==> src/rtl/xgmii_pkg.sv <==
// Shared XGMII receive definitions: control character codes, lane access
// helpers, the frame FSM state type and the decoded-word record.
package xgmii_pkg;

    localparam logic [7:0] XGMII_START     = 8'hFB;
    localparam logic [7:0] XGMII_TERM      = 8'hFD;
    localparam logic [7:0] XGMII_ERROR     = 8'hFE;
    localparam logic [7:0] XGMII_IDLE      = 8'h07;
    localparam int         PREAMBLE_OCTETS = 7;
    localparam int         LANES           = 8;

    typedef enum logic {
        IDLE     = 1'b0,
        IN_FRAME = 1'b1
    } frame_state_t;

    typedef struct packed {
        logic       start_vld;
        logic       start_hi;
        logic       term_vld;
        logic [2:0] term_lane;
        logic       err;
        logic [7:0] fmask;
        logic [3:0] cnt_before;
        logic [3:0] cnt_after;
        logic [3:0] cnt_all;
    } word_dec_t;

    function automatic logic lane_ctrl(input logic [71:0] w, input int unsigned lane);
        return w[9*lane + 8];
    endfunction

    function automatic logic [7:0] lane_data(input logic [71:0] w, input int unsigned lane);
        return w[9*lane +: 8];
    endfunction

    function automatic logic [15:0] sat_add16(input logic [15:0] a, input logic [3:0] b);
        logic [16:0] sum;
        sum = {1'b0, a} + {13'd0, b};
        return sum[16] ? 16'hFFFF : sum[15:0];
    endfunction

endpackage

==> src/rtl/xgmii_word_decode.sv <==
// Combinational decode of one 72-bit XGMII word into start/terminate
// positions, error and foreign-control flags, and data-octet counts.
module xgmii_word_decode
    import xgmii_pkg::*;
(
    input  logic [71:0] rx,
    output word_dec_t   dec
);

    logic       lane0_start_s;
    logic       lane4_start_s;
    logic [2:0] start_lane_s;

    // A valid Start only exists in lane 0 or lane 4; lane 0 wins if both.
    always_comb begin
        lane0_start_s = lane_ctrl(rx, 0) && (lane_data(rx, 0) == XGMII_START);
        lane4_start_s = lane_ctrl(rx, 4) && (lane_data(rx, 4) == XGMII_START);
        start_lane_s  = (!lane0_start_s && lane4_start_s) ? 3'd4 : 3'd0;
    end

    // Scan the lanes for the first Terminate, errors, foreign ctrl and data counts.
    always_comb begin
        logic hit_v;
        logic c_v;
        logic is_start_v;
        logic is_term_v;
        dec           = '0;
        hit_v         = 1'b0;
        c_v           = 1'b0;
        is_start_v    = 1'b0;
        is_term_v     = 1'b0;
        dec.start_vld = lane0_start_s || lane4_start_s;
        dec.start_hi  = !lane0_start_s && lane4_start_s;
        for (int i = 0; i < LANES; i++) begin
            hit_v         = lane_ctrl(rx, i) && (lane_data(rx, i) == XGMII_TERM) && !dec.term_vld;
            dec.term_lane = hit_v ? 3'(i) : dec.term_lane;
            dec.term_vld  = dec.term_vld | hit_v;
            dec.err       = dec.err | (lane_ctrl(rx, i) && (lane_data(rx, i) == XGMII_ERROR));
        end
        // Only the opening Start and the closing Terminate are legitimate ctrl lanes.
        for (int i = 0; i < LANES; i++) begin
            c_v            = lane_ctrl(rx, i);
            is_start_v     = dec.start_vld && (3'(i) == start_lane_s);
            is_term_v      = dec.term_vld && (3'(i) == dec.term_lane);
            dec.fmask[i]   = c_v && !is_start_v && !is_term_v;
            dec.cnt_all    = dec.cnt_all + {3'd0, !c_v};
            dec.cnt_before = dec.cnt_before + {3'd0, !c_v && (!dec.term_vld || (3'(i) < dec.term_lane))};
            dec.cnt_after  = dec.cnt_after + {3'd0, !c_v && dec.start_vld && (3'(i) > start_lane_s)};
        end
    end

endmodule

==> src/rtl/xgmii_rx_stats.sv <==
// Passive XGMII receive statistics tap: frame delineation, good/bad
// classification and per-PPS-window frame and octet counters.
module xgmii_rx_stats
    import xgmii_pkg::*;
#(
    parameter int MIN_LEN = 64,
    parameter int MAX_LEN = 1518,
    parameter int CNT_W   = 32,
    parameter int OCT_W   = 48
) (
    input  logic             xgmii_clk,
    input  logic             xgmii_resetn,
    input  logic [71:0]      xgmii_rx,
    input  logic             pps_pulse,
    output logic [CNT_W-1:0] stat_good_frames,
    output logic [CNT_W-1:0] stat_bad_frames,
    output logic [OCT_W-1:0] stat_good_octets,
    output logic             stat_valid,
    output logic             in_frame
);

    logic [71:0]      rx_r;
    logic             pps_r;
    word_dec_t        dec_s;
    word_dec_t        dec_r;
    logic             pps_d_r;

    frame_state_t     state_r;
    frame_state_t     state_nxt_s;
    logic [15:0]      raw_r;
    logic [15:0]      raw_nxt_s;
    logic             fbad_r;
    logic             fbad_nxt_s;

    logic [CNT_W-1:0] acc_good_r;
    logic [CNT_W-1:0] acc_bad_r;
    logic [OCT_W-1:0] acc_oct_r;

    logic [2:0]       start_lane_s;
    logic [7:0]       after_mask_s;
    logic [7:0]       before_mask_s;
    logic             term_first_s;
    logic             start_first_s;
    logic [15:0]      after_cnt_s;
    logic             after_bad_s;
    logic             before_bad_s;

    logic             close_vld_s;
    logic [15:0]      close_raw_s;
    logic             close_bad_s;
    logic [1:0]       extra_bad_s;
    logic [15:0]      len_s;
    logic             close_good_s;
    logic [15:0]      good_len_s;
    logic [1:0]       bad_inc_s;
    logic [CNT_W:0]   good_sum_s;
    logic [CNT_W:0]   bad_sum_s;
    logic [OCT_W:0]   oct_sum_s;
    logic [CNT_W-1:0] good_nxt_s;
    logic [CNT_W-1:0] bad_nxt_s;
    logic [OCT_W-1:0] oct_nxt_s;

    xgmii_word_decode u_decode (
        .rx  (rx_r),
        .dec (dec_s)
    );

    // Stage 1: capture the bus and the PPS strobe together.
    always_ff @(posedge xgmii_clk or negedge xgmii_resetn) begin
        if (!xgmii_resetn) begin
            rx_r  <= '0;
            pps_r <= 1'b0;
        end else begin
            rx_r  <= xgmii_rx;
            pps_r <= pps_pulse;
        end
    end

    // Stage 2 front: register the word decode with its aligned PPS strobe.
    always_ff @(posedge xgmii_clk or negedge xgmii_resetn) begin
        if (!xgmii_resetn) begin
            dec_r   <= '0;
            pps_d_r <= 1'b0;
        end else begin
            dec_r   <= dec_s;
            pps_d_r <= pps_r;
        end
    end

    assign start_lane_s  = dec_r.start_hi ? 3'd4 : 3'd0;
    assign after_mask_s  = dec_r.start_hi ? 8'hE0 : 8'hFE;
    assign before_mask_s = (8'h01 << dec_r.term_lane) - 8'h01;
    assign term_first_s  = dec_r.term_vld && (!dec_r.start_vld || (dec_r.term_lane < start_lane_s));
    assign start_first_s = dec_r.start_vld && !term_first_s;
    assign after_cnt_s   = {12'd0, dec_r.cnt_after};
    assign after_bad_s   = |(dec_r.fmask & after_mask_s);
    assign before_bad_s  = |(dec_r.fmask & before_mask_s);

    // Frame FSM next state; a Start ahead of a Terminate in one word yields a sub-7-octet bad frame.
    always_comb begin
        state_nxt_s = state_r;
        raw_nxt_s   = raw_r;
        fbad_nxt_s  = fbad_r;
        close_vld_s = 1'b0;
        close_raw_s = 16'd0;
        close_bad_s = 1'b0;
        extra_bad_s = 2'd0;
        case (state_r)
            IDLE: begin
                if (start_first_s && dec_r.term_vld) begin
                    extra_bad_s = 2'd1;
                end else if (start_first_s) begin
                    state_nxt_s = IN_FRAME;
                    raw_nxt_s   = after_cnt_s;
                    fbad_nxt_s  = after_bad_s;
                end else begin
                    state_nxt_s = IDLE;
                    raw_nxt_s   = 16'd0;
                    fbad_nxt_s  = 1'b0;
                end
            end
            IN_FRAME: begin
                if (term_first_s) begin
                    close_vld_s = 1'b1;
                    close_raw_s = sat_add16(raw_r, dec_r.cnt_before);
                    close_bad_s = fbad_r | before_bad_s;
                    if (dec_r.start_vld) begin
                        raw_nxt_s  = after_cnt_s;
                        fbad_nxt_s = after_bad_s;
                    end else begin
                        state_nxt_s = IDLE;
                        raw_nxt_s   = 16'd0;
                        fbad_nxt_s  = 1'b0;
                    end
                end else if (start_first_s && dec_r.term_vld) begin
                    extra_bad_s = 2'd2;
                    state_nxt_s = IDLE;
                    raw_nxt_s   = 16'd0;
                    fbad_nxt_s  = 1'b0;
                end else if (start_first_s) begin
                    extra_bad_s = 2'd1;
                    raw_nxt_s   = after_cnt_s;
                    fbad_nxt_s  = after_bad_s;
                end else begin
                    raw_nxt_s  = sat_add16(raw_r, dec_r.cnt_all);
                    fbad_nxt_s = fbad_r | dec_r.err | (|dec_r.fmask);
                end
            end
            default: begin
                state_nxt_s = IDLE;
                raw_nxt_s   = 16'd0;
                fbad_nxt_s  = 1'b0;
            end
        endcase
    end

    // Classify the closing frame and form saturating accumulator sums.
    always_comb begin
        len_s        = close_raw_s - 16'(PREAMBLE_OCTETS);
        close_good_s = close_vld_s && !close_bad_s
                       && (close_raw_s >= 16'(PREAMBLE_OCTETS))
                       && (len_s >= 16'(MIN_LEN)) && (len_s <= 16'(MAX_LEN));
        good_len_s   = close_good_s ? len_s : 16'd0;
        bad_inc_s    = extra_bad_s + {1'b0, close_vld_s && !close_good_s};
        good_sum_s   = {1'b0, acc_good_r} + {{CNT_W{1'b0}}, close_good_s};
        bad_sum_s    = {1'b0, acc_bad_r} + {{(CNT_W-1){1'b0}}, bad_inc_s};
        oct_sum_s    = {1'b0, acc_oct_r} + {{(OCT_W-15){1'b0}}, good_len_s};
        good_nxt_s   = good_sum_s[CNT_W] ? {CNT_W{1'b1}} : good_sum_s[CNT_W-1:0];
        bad_nxt_s    = bad_sum_s[CNT_W] ? {CNT_W{1'b1}} : bad_sum_s[CNT_W-1:0];
        oct_nxt_s    = oct_sum_s[OCT_W] ? {OCT_W{1'b1}} : oct_sum_s[OCT_W-1:0];
    end

    // Frame FSM and per-frame octet/bad state.
    always_ff @(posedge xgmii_clk or negedge xgmii_resetn) begin
        if (!xgmii_resetn) begin
            state_r <= IDLE;
            raw_r   <= 16'd0;
            fbad_r  <= 1'b0;
        end else begin
            state_r <= state_nxt_s;
            raw_r   <= raw_nxt_s;
            fbad_r  <= fbad_nxt_s;
        end
    end

    // Window accumulators; on PPS the snapshot includes any frame closing this cycle.
    always_ff @(posedge xgmii_clk or negedge xgmii_resetn) begin
        if (!xgmii_resetn) begin
            acc_good_r       <= '0;
            acc_bad_r        <= '0;
            acc_oct_r        <= '0;
            stat_good_frames <= '0;
            stat_bad_frames  <= '0;
            stat_good_octets <= '0;
            stat_valid       <= 1'b0;
        end else if (pps_d_r) begin
            acc_good_r       <= '0;
            acc_bad_r        <= '0;
            acc_oct_r        <= '0;
            stat_good_frames <= good_nxt_s;
            stat_bad_frames  <= bad_nxt_s;
            stat_good_octets <= oct_nxt_s;
            stat_valid       <= 1'b1;
        end else begin
            acc_good_r <= good_nxt_s;
            acc_bad_r  <= bad_nxt_s;
            acc_oct_r  <= oct_nxt_s;
            stat_valid <= 1'b0;
        end
    end

    assign in_frame = (state_r == IN_FRAME);

endmodule
==> config.mk <==
export PLATFORM = sky130hd
export DESIGN_NAME = xgmii_rx_stats
export DESIGN_NICKNAME = d
export VERILOG_FILES = /design/src/rtl/xgmii_pkg.sv /design/src/rtl/xgmii_word_decode.sv /design/src/rtl/xgmii_rx_stats.sv
export SDC_FILE = /design/constraint.sdc
export NUM_CORES = 1
export LEC_CHECK = 0
export ABC_AREA = 1
export ABC_CLOCK_PERIOD_IN_PS = 14000
export CORE_MARGIN = 3
export CORE_UTILIZATION = 62
export DETAILED_ROUTE_END_ITERATION = 7
export HOLD_SLACK_MARGIN = 0.05
export PLACE_DENSITY = 0.94
export SLEW_MARGIN = 30
export SYNTH_ARGS = -nofsm -noshare
export SYNTH_HDL_FRONTEND = slang
export SYNTH_HIERARCHICAL = 1
export SYNTH_SLANG_ARGS = --single-unit
==> constraint.sdc <==
create_clock -name xgmii_clk -period 14 [get_ports xgmii_clk]
set_clock_uncertainty 0.05 [all_clocks]
set_input_delay 2.8 -clock xgmii_clk [delete_from_list [all_inputs] [get_ports xgmii_clk]]
set_output_delay 2.8 -clock xgmii_clk [all_outputs]
set_load 0.05 [all_outputs]
* Yosys cells after proc, flatten, opt, wreduce, memory -nomap -nowiden
Index checks and enable logic that the tools add are counted.
Storage, ports and cells: output and inout bits 114, register bits after elaboration 344
Cells by class: shift-type cells 1, eq/ne operators 33, mux-type cells 51, bitwise gates (word level) 20, $add $sub $neg 29, magnitude comparators 20, reductions and logical operators 142
Operator list (count):
- $eq 8x8->1 const B | 18
- $mux 16 | 9
- $mux 32 | 4
- $mux 48 | 2
- $logic_and 1x1->1 | 90
- $add 4x1->4 | 18
- $add 48x16->49 | 1
- $logic_not 1->1 | 37
- $add 16x4->17 | 2
- $add 32x1->33 | 1
- $add 32x2->33 | 1
- $pmux 16 s2 | 1
- $eq 3x3->1 const A | 8
- $mux 3 | 8
- $reduce_or 8->1 | 3
- $mux 1 | 19
- $or 1x1->1 | 17
- $and 8x8->8 | 2
- $ge 16x3->1 const B | 1
- $ge 16x7->1 const B | 1
- $le 16x11->1 const B | 1
- $sub 16x3->16 const B | 1
- $eq 2x3->1 const A | 4
- $gt 3x3->1 const A | 4
- other kinds (20) | 43

* Longest topological paths before layout
depth after elaboration 33, mapped depth 40, mapped depth without buffers 40

* By module
The synthesis kept the hierarchy.
Modules (own cells, without submodules):
- xgmii_rx_stats | times used 1, seq. area each 8608.3 um^2, area each 16636.0 um^2, cells an instance 2043
- xgmii_word_decode | times used 1, seq. area each 0.0 um^2, area each 1348.8 um^2, cells an instance 233

* Least setup slack after synthesis
No wires, ideal clock.
path type register to register, start point register raw_r[0], end point register stat_bad_frames[29], buffers on the path 1, setup time 0.118 ns, cell stages (with the launch flop) 38, clock period less this slack 5.084 ns, path slack 8.916 ns, data arrival time 4.917 ns, cells stage by stage dfrtp_1 -> ha_1 -> fa_1 -> inv_1 -> nor2_2 -> nor2_4 -> nor2_8 -> nand2_4 -> buf_6 -> a21oi_1 -> ha_1 -> nand3_2 -> nand2_4 -> nor2_2 -> nand2_1 -> nand2_1 -> nand2_2 -> nand2_1 -> (+2 left out) -> nand3_2 -> nand2_1 -> inv_1 -> ha_1 -> xor2_1 -> ha_1 -> nand2_1 -> nand2_1 -> nand4_1 -> nand3b_1 -> nor2_1 -> nand4_1 -> nor2_1 -> nand4_1 -> o21ai_0 -> nand3b_1 -> nand2_1 -> nand2_1
On the way: longest elaborated chain between the ends 13, elaborated cells on any way between the ends 16, classes of those cells add/sub: 4; order compare: 3; mux: 4; reduce/logical: 5
Ends and longest elaborated chain:
- start, declared | RTL line xgmii_rx_stats.sv:30 | logic [15:0] raw_r;
- start signal, assigned | RTL line xgmii_rx_stats.sv:181 | raw_r <= raw_nxt_s;
- $add 16x4->17 * | RTL line xgmii_pkg.sv:39 | sum = {1'b0, a} + {13'd0, b};
- $mux 16 * | RTL line xgmii_pkg.sv:40 | return sum[16] ? 16'hFFFF : sum[15:0];
- $mux 16 * | RTL line xgmii_rx_stats.sv:123 | if (term_first_s) begin
- $mux 16 * | RTL line xgmii_rx_stats.sv:108 | case (state_r)
- $sub 16x3->16 / $ge 16x3->1 (equally long branches) | RTL line xgmii_rx_stats.sv:159, xgmii_rx_stats.sv:161
- $ge 16x7->1 / $logic_and 1x1->1 (equally long branches) | RTL line xgmii_rx_stats.sv:162, xgmii_rx_stats.sv:161
- $logic_and 1x1->1 | RTL line xgmii_rx_stats.sv:162 | && (len_s >= 16'(MIN_LEN)) && (len_s <= 16'(MAX_LEN));
- $logic_and 1x1->1 * | RTL line xgmii_rx_stats.sv:162
- $logic_not 1->1 * | RTL line xgmii_rx_stats.sv:164 | bad_inc_s = extra_bad_s + {1'b0, close_vld_s && !close_good_s};
- $logic_and 1x1->1 * | RTL line xgmii_rx_stats.sv:164
- $add 2x1->2 * | RTL line xgmii_rx_stats.sv:164
- $add 32x2->33 * | RTL line xgmii_rx_stats.sv:166 | bad_sum_s = {1'b0, acc_bad_r} + {{(CNT_W-1){1'b0}}, bad_inc_s};
- $mux 32 * | RTL line xgmii_rx_stats.sv:169 | bad_nxt_s = bad_sum_s[CNT_W] ? {CNT_W{1'b1}} : bad_sum_s[CNT_W-1:0];
- end signal, assigned | RTL line xgmii_rx_stats.sv:201 | stat_bad_frames <= bad_nxt_s;
- end, declared | RTL line xgmii_rx_stats.sv:16 | output logic [CNT_W-1:0] stat_bad_frames,
Mark *: on every way between the ends. The rest lies on a longest branch, timed or not. A chain may end at the register's enable or synchronous reset.

* Worst setup path in the final report
start point register raw_r[0], end point register stat_good_octets[16]
On the way: longest elaborated chain between the ends 11, elaborated cells on any way between the ends 14, classes of those cells add/sub: 3; order compare: 3; mux: 5; reduce/logical: 3
Ends and longest elaborated chain:
- $add 16x4->17 * | RTL line xgmii_pkg.sv:39
- $mux 16 * | RTL line xgmii_pkg.sv:40
- $mux 16 * | RTL line xgmii_rx_stats.sv:123
- $mux 16 * | RTL line xgmii_rx_stats.sv:108
- $sub 16x3->16 / $ge 16x3->1 (equally long branches) | RTL line xgmii_rx_stats.sv:159, xgmii_rx_stats.sv:161
- $ge 16x7->1 / $logic_and 1x1->1 (equally long branches) | RTL line xgmii_rx_stats.sv:162, xgmii_rx_stats.sv:161
- $logic_and 1x1->1 (2 in series) | RTL line xgmii_rx_stats.sv:162
- $mux 16 * | RTL line xgmii_rx_stats.sv:163 | good_len_s = close_good_s ? len_s : 16'd0;
- $add 48x16->49 * | RTL line xgmii_rx_stats.sv:167 | oct_sum_s = {1'b0, acc_oct_r} + {{(OCT_W-15){1'b0}}, good_len_s};
- $mux 48 * | RTL line xgmii_rx_stats.sv:170 | oct_nxt_s = oct_sum_s[OCT_W] ? {OCT_W{1'b1}} : oct_sum_s[OCT_W-1:0];
- end signal, assigned | RTL line xgmii_rx_stats.sv:202 | stat_good_octets <= oct_nxt_s;
- end, declared | RTL line xgmii_rx_stats.sv:17 | output logic [OCT_W-1:0] stat_good_octets,
Marked as above.

==> summary.md <==
| Metric | Value |
|---|---|
| CORE AREA | `~28000 um^2` |
| Minimum hold slack | `0.305 ns` |
| Fin crit share | `~47%` |
| Largest net degree at the start of global routing | `approximately 190` |
| Final Cell Area | `21400 um^2` |
| Final cell utilization of the core | `around three quarters` |
| Mean Syn Cell Area | `roughly 8 um^2` |
| Synth cell types | `55` |
| Resize count post-CTS | `0` |
| Finished Layout Cells | `around 2900` |
| Setup_tns | `0 ns` |
| Reg2Reg Launch Point | `raw_r[0]$_DFFE_PN0P_` |
| Critical Path Max Stage Delay | `approximately 0.45 ns` |
| Leak pwr | `about 11 nW` |
| Hold Buf Count CTS | `0` |
| Crit end category | `flop` |
| Die ar. | `~31000 um^2` |
| Final Slew Violations | `0` |
| Layout cell share with drive strength beyond 1 | `under 10%` |
| Worst r2r path cells | `37` |
| Yosys reg bits | `344` |
| Gpl congestion | `roughly 0.95` |
| P&R area growth vs syn | `19.2%` |
| Reg2reg end | `stat_good_octets[16]$_DFFE_PN0P_` |
| Placed insts | `2799` |
| Reg-to-reg setup timing slack | `between 7 and 8 ns` |
| Port Buffers | `~190` |
| Via Count | `about 16000` |
| Worst hold path depth | `0` |
| CTS Sinks | `344` |
| Area post-placement | `between 20000 and 25000 um^2` |
| Ys flop type | `dfrtp_1` |
| Peak supply drop | `0.112 mV` |
| Seq/Total Area, Yosys | `between 40 and 50%` |
| CP Max Fanout | `32` |
| Antenna violations before repair | `0` |
| Synth Cell Area | `about 18000 um^2` |
| Ys Warns | `6` |
| Post CTS Setup Buffer Count | `0` |
| Post-synth EDFFs | `0` |
| Mapped Cells | `~2300` |
| RSZ-0062 raised after global routing | `no` |
| Clk slew on worst S/H paths | `around 0.06 ns` |
| Achievable frequency | `around 150 MHz` |
| Ant. Diodes | `0` |
| CP most frequent cell | `nand2_1` |
| Hold wc startpoint | `pps_r$_DFF_PN0_` |
| Worst Hold Path EP | `pps_d_r$_DFF_PN0_` |
| H-tree depth | `2` |
| MaxCap Viol Count | `0` |
| Number of global-route vias before repair | `between 15000 and 20000` |
| Clock buffer depth | `3` |
| I/O pins | `around 190` |
| Post-detail-place hpwl | `around 34 mm` |
| Ys async rst share | `100%` |
| Top-count cell post-synth | `nand2_1` |
| TritonCTS Buffers | `37` |
| # setup viols final | `0` |
| TritonCTS clock tree | `built` |
| Dpl ws | `7.46 ns` |
| Mean number of vias per cell | `around 5.6` |
| Worst Max-Slew Pin Slew | `just over 0.8 ns` |
| Synth top area share | `47.9%` |
| Arr. time, crit path | `around 7 ns` |
| Synth top area cells | `dfrtp_1 48%, nand2_1 14%, inv_1 6.6%` |
| Effective utilization at floorplan | `63.9%` |
| Residual DRC | `0` |
| Critical Path Slowest Stage Cell | `fa_1` |
| Final wirelength | `between 40 and 50 mm` |
| Worst hold path class | `flop to flop` |
| DIE HEIGHT | `approximately 180 um` |
| GR Overflow Total | `0` |
| First-pass detailed-route iteration total | `6` |
| Global-route wire length before repair | `79.6 mm` |
| Req. time, crit path | `approximately 14 ns` |
| Worst skew pair latency | `around 0.54 ns` |
| Startpoint class of the critical path | `flop` |
| Total GRT Usage | `around 31%` |
| Outcome | `completed` |
| Final ANT Viol Nets | `0` |
| PD cells | `~110 nW/um^2` |
| Routed length per instance | `about 17 um` |
| Clock period minus worst slack | `6.61 ns` |
| Final-report hold violation count | `0` |
| Slew HR | `between 40% and 50%` |
| Total chip power | `2.33 mW` |
| Core Rows | `61` |
| Clock root buffer | `clkbuf_16` |
| Fin worst setup slack | `7.39 ns` |
| Die Wd | `~180 um` |
| Synth area leader | `dfrtp_1` |
| Initial drt markers | `between 1500 and 2000` |
| Net count, final | `roughly 2600` |
| Top post-synthesis cells by count | `653 x nand2_1, 344 x dfrtp_1, 314 x inv_1` |
| Critical path type | `flop to flop` |
## worst max path at each step
stage	from	endpoint	slack, ns	depth (start not counted)
floorplan	raw_r[0]$_DFFE_PN0P_	stat_bad_frames[29]$_DFFE_PN0P_	8.92	37
global placement	raw_r[0]$_DFFE_PN0P_	stat_good_octets[15]$_DFFE_PN0P_	7.78	37
detailed placement	raw_r[0]$_DFFE_PN0P_	stat_good_octets[13]$_DFFE_PN0P_	7.46	37
CTS	raw_r[0]$_DFFE_PN0P_	stat_good_octets[15]$_DFFE_PN0P_	7.44	37
global route	raw_r[0]$_DFFE_PN0P_	stat_good_octets[15]$_DFFE_PN0P_	6.81	37
finish	raw_r[0]$_DFFE_PN0P_	stat_good_octets[16]$_DFFE_PN0P_	7.39	37
## power breakdown
group | switching (mW) | internal, mW
clock network | 0.403 | 0.567
logic | 0.189 | 0.102
registers | 0.0303 | 1.04
total | 0.622 | 1.70
## critical path, delay by kind of cell (launching register included)
family / cells / cell delay, ns
buffers and inverters: 5 / 0.92
and+or+nand+nor: 24 / 3.01
adders and majority gates: 5 / 1.57
AOI/OAI and AO/OA: 3 / 0.48
DFF: 1 / 0.41
## cells by family after synthesis
kind of cell,count (synthesis),synth area share (%)
other cells,1,0.0209
compound gates,205,6.40
fa+ha+maj,56,4.52
xor+xnor,57,2.78
flops,344,47.9
buf+inv,375,8.03
simple gates,1238,30.4
## layer usage
layer  global-route usage (%)  vias to the layer above  wire [um]  part of all wire (%)
met5                        0                        -          0                     0
met4                     10.5                        0       1490                   3.1
met3                     5.48                      122       3420                   7.1
met2                     53.4                      622      23600                    49
met1                     40.8                     7789      19400                    40
li1                         -                     7583          -                     -
## layout make-up
cell class / instances / area, um^2
timing repair buffer: 195 / 1980
multi-input combinational: 1561 / 7950
tap: 378 / 473
fill: 1890 / 6730
clock buffer: 54 / 1060
clock inverter: 11 / 146
inverter: 322 / 1210
sequential: 344 / 8610
## state kept, by name, summed over array words and instances, names as in the netlist
name              cells
acc_oct_r            48
acc_good_r           32
pps_r                 1
fbad_r                1
acc_bad_r            32
in_frame              1
after_cnt_s           4
dec_r                23
stat_bad_frames      32
pps_d_r               1
stat_good_frames     32
stat_valid            1
rx_r                 72
raw_r                16
stat_good_octets     48
## cell usage in the layout (no fill, tap or decap), types with 38 or more instances in the layout
cell type / n
nand2_1: 653
dfrtp_1: 343
inv_1: 314
nor2_1: 225
clkdlybuf4s50_1: 187
nand3_1: 151
o21ai_0: 69
a21oi_1: 63
nor3_1: 54
nand4_1: 44
ha_1: 41
clkbuf_16: 38
No activity file was read; power rests on OpenSTA's default activity.
==> RTL change, RTL diff (same flow settings) <==
Change the package constant `LANES` from 8 to 7.
--- a/src/rtl/xgmii_pkg.sv
+++ b/src/rtl/xgmii_pkg.sv
@@ -9,3 +9,3 @@
     localparam int         PREAMBLE_OCTETS = 7;
-    localparam int         LANES           = 8;
+    localparam int         LANES           = 7;
 
Behaviour: not the same (Yosys sat finds a counterexample within 4 cycles, from zero or initial values and one cycle with xgmii_resetn low).
==> RTL change against the original RTL <==
Core utilization down 0.41 points; sequential power down 4%; clock power is 3.9% lower; synthesized area fell by 3.4%; global-route usage down 1.7 points; worst hold slack better by 0.016 ns; cell area is 3.8% lower; power fell by 4.2%; sequential cell count shrank 9; worst setup slack lost 0.37 ns; wire length down 6.8%.
==> RTL change: results (changes against the original RTL) <==
The met2 wire length came out at 21900 um (was 23600 um). The first-pass GRT wire length came out at 74400 um (was 79600 um). The clock-pin slew of the registers on the worst-case setup and hold paths is 0.06 ns (about the same). The global-route total usage across every layer came out at 0.296 (was 0.313). The number of sequential cells came out at 335 (was 344). The final-layout clock-cell area share is 0.0559 (was 0.0563). The net switching component of the power is 0.604 mW (was 0.622 mW). The post-DP HPWL came out at 31100 um (was 34000 um).

The count of clock-net buffers in the final layout is 45 (was 54). The met2 capacity usage during global routing is 0.508 (was 0.534). The count of plain and timing-repair buffers in the layout is 186 (was 195). The fraction of area in registers was 0.407 (was 0.402). The number of nets in the final layout came out at 2509 (was 2592). The worst-case setup slack after placement is 7.21 ns (was 7.46 ns). The met1 global-route usage is 0.388 (was 0.408).

Run status: completed (unchanged). The number of DRC markers in iteration 0 is 1438 (was 1544). The number of filler instances in the final layout is 1830 (was 1890).

The largest net degree at the start of global routing came out at 107 (was 189). The instance count after placement with tap cells included was 2721 (was 2799). The combinational group power is 0.263 mW (was 0.291 mW). The routed via count came to 15426 (was 16116). The final wirelength came to 44700 um (was 47900 um).

The tightest slew margin relative to the limit came to 0.391 (was 0.454). The detailed-routed wire length on met3 is 2960 um (was 3420 um). The reported leakage power came out at 10.7 nW (was 11.0 nW).

The placed instance area is 0.0195 sq mm (was 0.0202 sq mm). The peak supply drop came out at 0.113 mV (was 0.112 mV). The post-layout total power came to 2.23 mW (was 2.33 mW). The core footprint was 0.0273 sq mm (was 0.0282 sq mm). The proportion of layout cells with a drive suffix above 1 was 0.0593 (was 0.0615). The part of the power in registers came out at 0.464 (was 0.458).

The post-route core utilization is 0.757 (was 0.761). The total clock buffers created by CTS came out at 36 (was 37). The weighted congestion at the end of routability-driven global placement is 0.947 (was 0.952). The met3 usage in global routing came out at 0.0442 (was 0.0548). The multi-input combinational gate total came out at 1522 (was 1561).
## RTL change: worst max-delay path: cells and delay by family (launching register included)
kind	cells	cell delay (ns)
buffers and inverters	5	0.97
AND/OR/NAND/NOR	24	3.22
AO/OA/AOI/OAI	3	0.59
flip-flops	1	0.42
adder cells (fa/ha/maj)	5	1.59
## RTL change: final timing paths
| kind | endpoint | slack (ns) | depth (start not counted) |
|---|---|---|---|
| setup / recovery | stat_good_octets[13]$_DFFE_PN0P_ | 7.02 | 37 |
| hold / removal | pps_d_r$_DFF_PN0_ | 0.32 | 0 |
| setup reg to reg | stat_good_octets[13]$_DFFE_PN0P_ | 7.02 | 37 |
| hold reg to reg | pps_d_r$_DFF_PN0_ | 0.32 | 0 |
| max in group asynchronous | stat_bad_frames[21]$_DFFE_PN0P_ | 9.89 | 3 |
| min in group asynchronous | raw_r[9]$_DFFE_PN0P_ | 2.22 | 1 |
